## src/rtl/vr_arb_pkg.sv

```systemverilog
// Shared types and constants for the valid/ready packet arbiters.
package vr_arb_pkg;

    typedef enum logic {
        IDLE  = 1'b0,
        GRANT = 1'b1
    } arb_state_t;

    // Width of the mid-packet hole counter; holds any hole timeout up to 255.
    localparam int HOLE_CNT_W = 8;

endpackage

```

## src/rtl/rr_picker.sv

```systemverilog
// Combinational round-robin picker: first asserted request at or after ptr_i,
// wrapping with a true modulo so non-power-of-two request counts never alias.
module rr_picker #(
    parameter  int N_REQ = 4,
    localparam int ID_W  = $clog2(N_REQ)
) (
    input  logic [N_REQ-1:0] req_i,
    input  logic [ID_W-1:0]  ptr_i,
    output logic [ID_W-1:0]  idx_o,
    output logic             found_o
);

    localparam logic [ID_W:0] N_WRAP = (ID_W + 1)'(N_REQ);

    always_comb begin : pick
        logic [ID_W:0] cand;
        // NOTE: every output gets a default first; a path that skips an assignment would infer a latch.
        cand    = '0;
        idx_o   = '0;
        found_o = 1'b0;
        for (int k = 0; k < N_REQ; k++) begin
            cand = {1'b0, ptr_i} + (ID_W + 1)'(k);
            if (cand >= N_WRAP) begin
                cand = cand - N_WRAP;
            end
            if (!found_o && req_i[cand[ID_W-1:0]]) begin
                found_o = 1'b1;
                idx_o   = cand[ID_W-1:0];
            end
        end
    end

endmodule

```

## src/rtl/vr_pkt_arbiter.sv

```systemverilog
// Packet-level round-robin arbiter sharing one valid/ready sink among N_REQ
// requesters, with a mid-packet hole watchdog that forces the grant free.
module vr_pkt_arbiter
    import vr_arb_pkg::*;
#(
    parameter int N_REQ   = 4,
    parameter int DATA_W  = 8,
    parameter int HOLE_TO = 15
) (
    input  logic                      clk,
    input  logic                      rst_n,
    input  logic [N_REQ-1:0]          req_valid,
    input  logic [N_REQ-1:0]          req_last,
    input  logic [N_REQ*DATA_W-1:0]   req_data,
    output logic [N_REQ-1:0]          req_ready,
    output logic                      out_valid,
    output logic                      out_last,
    output logic [DATA_W-1:0]         out_data,
    input  logic                      out_ready,
    output logic [$clog2(N_REQ)-1:0]  gnt_id,
    output logic                      busy,
    output logic                      err_hole
);

    localparam int                    ID_W     = $clog2(N_REQ);
    localparam logic [HOLE_CNT_W-1:0] HOLE_LIM = HOLE_CNT_W'(HOLE_TO);
    localparam logic [ID_W-1:0]       LAST_ID  = ID_W'(N_REQ - 1);

    arb_state_t              state_q, state_d;
    logic [ID_W-1:0]         gnt_q, gnt_d;
    logic [ID_W-1:0]         ptr_q, ptr_d;
    logic [HOLE_CNT_W-1:0]   hole_q, hole_d;
    logic                    err_q, err_d;

    logic [ID_W-1:0]         pick_idx;
    logic                    pick_found;
    logic [ID_W-1:0]         ptr_after;
    logic [DATA_W-1:0]       data_arr [N_REQ];

    for (genvar g = 0; g < N_REQ; g++) begin : g_unpack
        assign data_arr[g] = req_data[g*DATA_W +: DATA_W];
    end

    rr_picker #(.N_REQ(N_REQ)) u_picker (
        .req_i   (req_valid),
        .ptr_i   (ptr_q),
        .idx_o   (pick_idx),
        .found_o (pick_found)
    );

    // Pointer for the next arbitration once the current owner lets go.
    assign ptr_after = (gnt_q == LAST_ID) ? '0 : gnt_q + 1'b1;

    always_comb begin
        state_d   = state_q;
        gnt_d     = gnt_q;
        ptr_d     = ptr_q;
        hole_d    = hole_q;
        err_d     = err_q;
        out_valid = 1'b0;
        out_last  = 1'b0;
        out_data  = data_arr[gnt_q];
        req_ready = '0;

        case (state_q)
            IDLE: begin
                if (pick_found) begin
                    gnt_d   = pick_idx;
                    state_d = GRANT;
                end
            end
            GRANT: begin
                out_valid        = req_valid[gnt_q];
                out_last         = req_last[gnt_q];
                req_ready[gnt_q] = out_ready;
                if (req_valid[gnt_q]) begin
                    // Stalled by the sink: hold everything, the hole counter only tracks a silent owner.
                    if (out_ready) begin
                        hole_d = '0;
                        if (req_last[gnt_q]) begin
                            state_d = IDLE;
                            ptr_d   = ptr_after;
                        end
                    end
                end else if (hole_q + 1'b1 == HOLE_LIM) begin
                    err_d   = 1'b1;
                    state_d = IDLE;
                    ptr_d   = ptr_after;
                    hole_d  = '0;
                end else begin
                    hole_d = hole_q + 1'b1;
                end
            end
        endcase
    end

    always_ff @(posedge clk or negedge rst_n) begin
        if (!rst_n) begin
            state_q <= IDLE;
            gnt_q   <= '0;
            ptr_q   <= '0;
            hole_q  <= '0;
            err_q   <= 1'b0;
        end else begin
            // NOTE: non-blocking so every register samples the pre-edge values computed above.
            state_q <= state_d;
            gnt_q   <= gnt_d;
            ptr_q   <= ptr_d;
            hole_q  <= hole_d;
            err_q   <= err_d;
        end
    end

    assign busy     = (state_q == GRANT);
    assign gnt_id   = gnt_q;
    assign err_hole = err_q;

endmodule

```

## config.mk

```make
export PLATFORM = sky130hd
export DESIGN_NAME = vr_pkt_arbiter
export DESIGN_NICKNAME = d
export VERILOG_FILES = /design/src/rtl/vr_arb_pkg.sv /design/src/rtl/rr_picker.sv /design/src/rtl/vr_pkt_arbiter.sv
export SDC_FILE = /design/constraint.sdc
export NUM_CORES = 1
export LEC_CHECK = 0
export CAP_MARGIN = 20
export CORE_MARGIN = 10
export CORE_UTILIZATION = 35
export DETAILED_ROUTE_END_ITERATION = 8
export PLACE_DENSITY = 0.76
export SLEW_MARGIN = 20
export SYNTH_ARGS = -nofsm -noshare
export SYNTH_HDL_FRONTEND = slang
export SYNTH_SLANG_ARGS = --single-unit
```

## constraint.sdc

```tcl
create_clock -name clk -period 1.85 [get_ports clk]
set_input_delay 0.37 -clock clk [delete_from_list [all_inputs] [get_ports clk]]
set_output_delay 0.37 -clock clk [all_outputs]
set_load 0.03 [all_outputs]
```

-- After elaboration in Yosys (flattened, before gate mapping)
Index checks and enable logic that the tools add are counted.
- bits in registers: 14
- input port bits: 43
- output and inout port bits: 18
- add/subtract/negate cells: 9
- $lt $le $gt $ge: 11
- eq/ne operators: 4
- multiplexer cells: 46
- bitwise operators: 4
- reductions and logical operators: 12
- operators with widths (cell ; count):
    2-to-1 mux 8 bit ; 5
    2-to-1 mux 2 bit ; 13
    2-to-1 mux 1 bit ; 18
    binary-select mux 8 bit (select 2 bit) ; 1
    < comparator 2 x 3 -> 1 bit (second input constant) ; 5
    binary-select mux 1 bit (select 2 bit) ; 6
    greater-or-equal comparator 3 bit (second input constant) ; 4
    adder 8 x 1 -> 8 bit (second input constant) ; 1
    equality test 8 x 4 -> 1 bit (second input constant) ; 1
    subtractor 2 x 1 -> 2 bit (second input constant) ; 4
    adder 2 x 2 -> 3 bit (second input constant) ; 2
    AND 4 bit ; 1
    logical AND 1 bit ; 4
    2-to-1 mux 4 bit ; 1
    AND reduction 2 bit ; 2
    AND reduction 4 bit ; 1
    adder 2 x 1 -> 3 bit (second input constant) ; 1
    greater-or-equal comparator 2 x 3 -> 1 bit (second input constant) ; 1
    logical NOT 1 bit ; 3
    NOT 2 -> 3 bit ; 1
    AND reduction 3 bit ; 1
    adder 2 x 1 -> 2 bit (second input constant) ; 1
    demux 1 bit (select 2 bit) ; 1
    equality test 2 bit (second input constant) ; 1
    6 further kinds ; 7

-- Logic depth before layout (Yosys ltp)
- depth after elaboration: 16
- depth in mapped cells: 7
- gate-level depth less buffers: 7

-- Modules after synthesis
From an unflattened synthesis, not the netlist that was laid out.
- cells, all modules: 125
- area, all modules: 1194.9 um^2
- modules (own cells, without submodules) (module ; instances ; cells an instance ; area an instance (um^2) ; seq. area each (um^2)):
    vr_pkt_arbiter ; 1 ; 110 ; 1117.3 ; 350.3
    rr_picker ; 1 ; 15 ; 77.6 ; 0.0

-- Least setup slack after synthesis
Ideal clock, no wire load.
- path kind: flip-flop to flip-flop
- start: register gnt_q[0], in the netlist gnt_id[0]
- end: register ptr_q[0]
- setup time: 0.125 ns
- data arrival time: 1.885 ns
- slack: -0.160 ns
- cell stages (with the launch flop): 4
- clock period less this slack: 2.010 ns
- path through: dfrtp_1 mux4_1 a41oi_1 mux2_2
- cells in the longest elaborated chain, start to end: 5
- elaborated cells between the ends (all ways): 15
- RTL lines (what ; RTL line ; source):
    start: declaration ; vr_pkt_arbiter.sv:30 ; logic [ID_W-1:0] gnt_q, gnt_d;
    start signal: assignment ; vr_pkt_arbiter.sv:107 ; gnt_q <= gnt_d;
    adder 2 x 1 -> 2 bit or equality test 2 bit (tied branches) ; vr_pkt_arbiter.sv:52 ; assign ptr_after = (gnt_q == LAST_ID) ? '0 : gnt_q + 1'b1;
    2-to-1 mux 2 bit ; vr_pkt_arbiter.sv:52 ;
    2-to-1 mux 2 bit ; vr_pkt_arbiter.sv:80 ; if (req_last[gnt_q]) begin
    2-to-1 mux 2 bit ; vr_pkt_arbiter.sv:78 ; if (out_ready) begin
    2-to-1 mux 2 bit ; vr_pkt_arbiter.sv:76 ; if (req_valid[gnt_q]) begin
    end signal: assignment ; vr_pkt_arbiter.sv:108 ; ptr_q <= ptr_d;
    end: declaration ; vr_pkt_arbiter.sv:31 ; logic [ID_W-1:0] ptr_q, ptr_d;
Several ways; a longest one is shown, not always the timed one. The select of a mux whose other input is x is not followed.
A chain may end at the register's enable or synchronous reset.

-- Final worst setup path
- start: register gnt_q[0], in the netlist gnt_id[0]
- end: output out_last
- cells in the longest elaborated chain, start to end: 3
- RTL lines (what ; RTL line ; source):
    binary-select mux 1 bit (select 2 bit) ; vr_pkt_arbiter.sv:74 ; out_last = req_last[gnt_q];
    2-to-1 mux 1 bit (not written as such) ; vr_pkt_arbiter.sv:74 ;
    2-to-1 mux 1 bit ; vr_pkt_arbiter.sv:65 ; case (state_q)
    end: declaration ; vr_pkt_arbiter.sv:17 ; output logic out_last,
No other way between the ends. The select of a mux whose other input is x is not followed.

==> summary.md <==
| Metric | Value |
|---|---|
| Post-CTS Hold Fix Bufs | `0` |
| Post-route DRC | `0` |
| Leakage power | `approximately 0.9 nW` |
| CP Capture Type | `output pin` |
| Vias in the first global route | `1303` |
| Buffers on Ports | `60` |
| FF+latch count, synth | `14` |
| Cell Chain, Critical Path | `buf_12 -> mux4_2 -> and2_1 -> buf_6` |
| Pin count of the biggest net entering global routing | `15` |
| Worst hold path class | `input pin to async pin` |
| Routed wire length per instance | `20.3 µm` |
| Antenna cells | `0` |
| Reg clk slew, reported paths | `0.09 ns` |
| Pwr dens | `1330 mW/mm²` |
| DP Area | `0.00188 mm²` |
| WP data arrival | `1.66 ns` |
| Overflow left after global routing | `0` |
| Yosys top cell by area | `dfrtp_1` |
| Clock Latency Late Sink | `0.29 ns` |
| FMAX | `493 MHz` |
| Sw power | `1.22 mW` |
| Worst Skew | `around 0.0043 ns` |
| Crit Path Category | `flop to output pin` |
| Min Tclk post-route | `2.03 ns` |
| Synthesis-to-layout area growth | `83.3%` |
| WL final | `4.75 mm` |
| Peak supply drop | `0.000503 V` |
| Synth Area per Inst | `between 10 and 15 µm²` |
| Clk root buf | `clkbuf_4` |
| Mapped Area | `about 0.0011 mm²` |
| Critical path peak fanout | `3` |
| Worst setup path startpoint | `gnt_id[0]$_DFFE_PN0P_` |
| Internal | `around 1.6 mW` |
| Startpoint types | `flop` |
| Syn Inst Count | `108` |
| Number of filler instances in the final layout | `223` |
| DRC marker count from the first detailed-route iteration | `115` |
| Vias per cell | `5.26` |
| H-tree Lvls | `1` |
| Register share of total power | `18.9%` |
| Slew headroom | `55.5%` |
| Row cnt | `20` |
| Final Worst Setup Slack | `-0.180 ns` |
| Synth area leaders | `dfrtp_1, mux4_2, ha_1` |
| Sequential share of the synthesized area | `a little under a third` |
| EDFF count, synth | `0` |
| Cell family with most CP delay | `multiplexers` |
| CTS max path bufs | `2` |
| DRT antenna net count | `0` |
| Slowest-stage cell, CP | `mux4_2` |
| Slowest stage delay, CP | `0.51 ns` |
| Reg-to-Reg Start | `gnt_id[0]$_DFFE_PN0P_` |
| Actual slew at the worst max-slew pin | `0.665 ns` |
| Syn Nets | `around 160` |
| Max-cap violations | `0` |
| Most frequent cells in the layout | `clkdlybuf4s50_1, buf_6, buf_4` |
| FFs w/ async S/R, synth | `100%` |
| Dpl hpwl | `approximately 3.5 mm` |
| Clock Power Share | `8.4%` |
| CTS tree | `built` |
| CP Buf/Inv Count | `2` |
| Combinational share of power | `72.7%` |
| Initial antenna violation count | `0` |
| Routed vias | `1231` |
| First-pass GRT wire length | `between 7 and 8 mm` |
| Die Height | `77.2 µm` |
| Final setup vio count | `16` |
| IO Count | `61` |
| Synth warn | `0` |
| Failing checks | `negative setup slack` |
| Switching share of power | `between 40 and 50%` |
| Slew Viols, Final | `0` |
| Core area | `0.00310 mm²` |
| Die Wd | `77.2 µm` |
| GRT Total Usage | `14.8%` |
| Post-synth top area share | `between 30% and 40%` |
| Initial Util | `36.9%` |
| Die area | `0.00596 mm²` |
| Final hold vios | `0` |
| Required @ worst endpoint | `1.48 ns` |
| CTS buffer count | `3` |
| Layout Cells excl Fill | `234` |
| Non-Filler Cell Area, Final | `0.00210 mm²` |
| # clock sinks | `14` |
| Netlist cell types | `41` |
| Outcome | `finished, violations left` |
| RSZ-0062 raised after global routing | `true` |
| Final worst path period share | `110%` |
| Gpl congestion | `0.758` |
| Fraction of final layout cells sized beyond drive strength 1 | `38.4%` |
| Placed insts | `around 230` |
| Top_reg_cell synth | `dfrtp_1` |
| Drt pass-1 iters | `4` |
| Commonest non-fill, non-tap cell in the layout | `clkdlybuf4s50_1` |
| Final #Nets | `240` |
==> layout make-up <==
| class | count | area, µm² | area share [%] |
|---|---|---|---|
| Clock buffer | 4 | 36.3 | 1.73 |
| Multi-Input combinational cell | 85 | 811 | 38.6 |
| Sequential cell | 14 | 353 | 16.8 |
| Inverter | 6 | 27.5 | 1.31 |
| Timing Repair Buffer | 81 | 816 | 38.9 |
| Tap cell | 44 | 55.1 | 2.62 |
==> logic make-up (layout without fill, tap and decap cells) <==
family | Yosys count | count (layout) | synth area share (%)
fa+ha+maj | 6 | 6 | 6.56
buf+inv | 9 | 91 | 4.48
mux | 13 | 13 | 22.8
simple gates | 36 | 36 | 18.7
flops | 14 | 14 | 30.6
compound gates | 30 | 30 | 16.8
==> state kept, by name, indices dropped and copies added (netlist names) <==
name and count:
ptr_q 2, err_hole 1, hole_q 8, gnt_id 2, busy 1
==> stage by stage <==
| stage | utilization (%) | total power, mW | setup WS, ns | hold slack (ns) | TNS [ns] |
|---|---|---|---|---|---|
| after floorplan | - | 1.50 | -0.0204 | 0.0744 | -0.0407 |
| after global placement | 60.7 | 2.15 | -0.616 | 0.453 | -5.30 |
| after detailed placement | 60.7 | 2.20 | -0.636 | 0.463 | -5.55 |
| after CTS | 65.0 | 2.63 | -0.184 | 0.483 | -1.66 |
| after global routing | 67.6 | 2.96 | -0.229 | 0.520 | -3.14 |
| final | 67.6 | 2.79 | -0.180 | 0.472 | -1.79 |
==> per-layer routing <==
layer | global-route usage (%) | vias to the layer above | share of wire (%) | wire length, µm
met5 | 0 | - | 0 | 0
met4 | 1.46 | 0 | 1.2 | 57
met3 | 3.15 | 6 | 3.8 | 180
met2 | 28.7 | 35 | 57 | 2730
met1 | 16.4 | 612 | 38 | 1780
li1 | - | 578 | - | -
==> power groups by stage <==
stage / Combinational [mW] / Clock (mW) / Sequential, mW
2_1_floorplan: 0.923 / 0 / 0.578
3_3_place_gp: 1.62 / 0 / 0.525
3_5_place_dp: 1.67 / 0 / 0.531
4_1_cts: 1.88 / 0.237 / 0.521
5_1_grt: 2.16 / 0.257 / 0.547
6_report: 2.03 / 0.234 / 0.527
==> cells in the mapped netlist, types with 2 or more instances <==
| library cell | instances |
|---|---|
| inv_1 | 6 |
| nand4_1 | 2 |
| o31ai_1 | 3 |
| nor2_1 | 3 |
| nor2b_1 | 2 |
| dfrtp_1 | 14 |
| mux4_2 | 9 |
| and2b_2 | 4 |
| o21ai_0 | 9 |
| and3_1 | 4 |
| nand3_1 | 4 |
| mux2_2 | 2 |
| or2_2 | 2 |
| a21oi_1 | 5 |
| nand2_1 | 8 |
| ha_1 | 6 |
==> what timing repair did <==
action / CTS / global route
gates resized for setup: 47 / 22
setup buffers: 3 / 2
pin swaps: 2 / 3
cloned: 0 / 0
setup endpoints to repair: 18 / 26
==> worst paths after layout <==
| kind | end | slack [ns] | depth (start not counted) |
|---|---|---|---|
| min reg2reg | err_hole$_DFFE_PN0P_ | 0.48 | 1 |
| min | err_hole$_DFFE_PN0P_ | 0.47 | 1 |
| max | out_last | -0.18 | 4 |
| max reg2reg | ptr_q[0]$_DFFE_PN0P_ | -0.13 | 7 |
| max in group asynchronous | gnt_id[0]$_DFFE_PN0P_ | 0.91 | 1 |
| min in group clk | err_hole$_DFFE_PN0P_ | 0.48 | 1 |
Note: power is estimated with default switching activity, not from simulation.
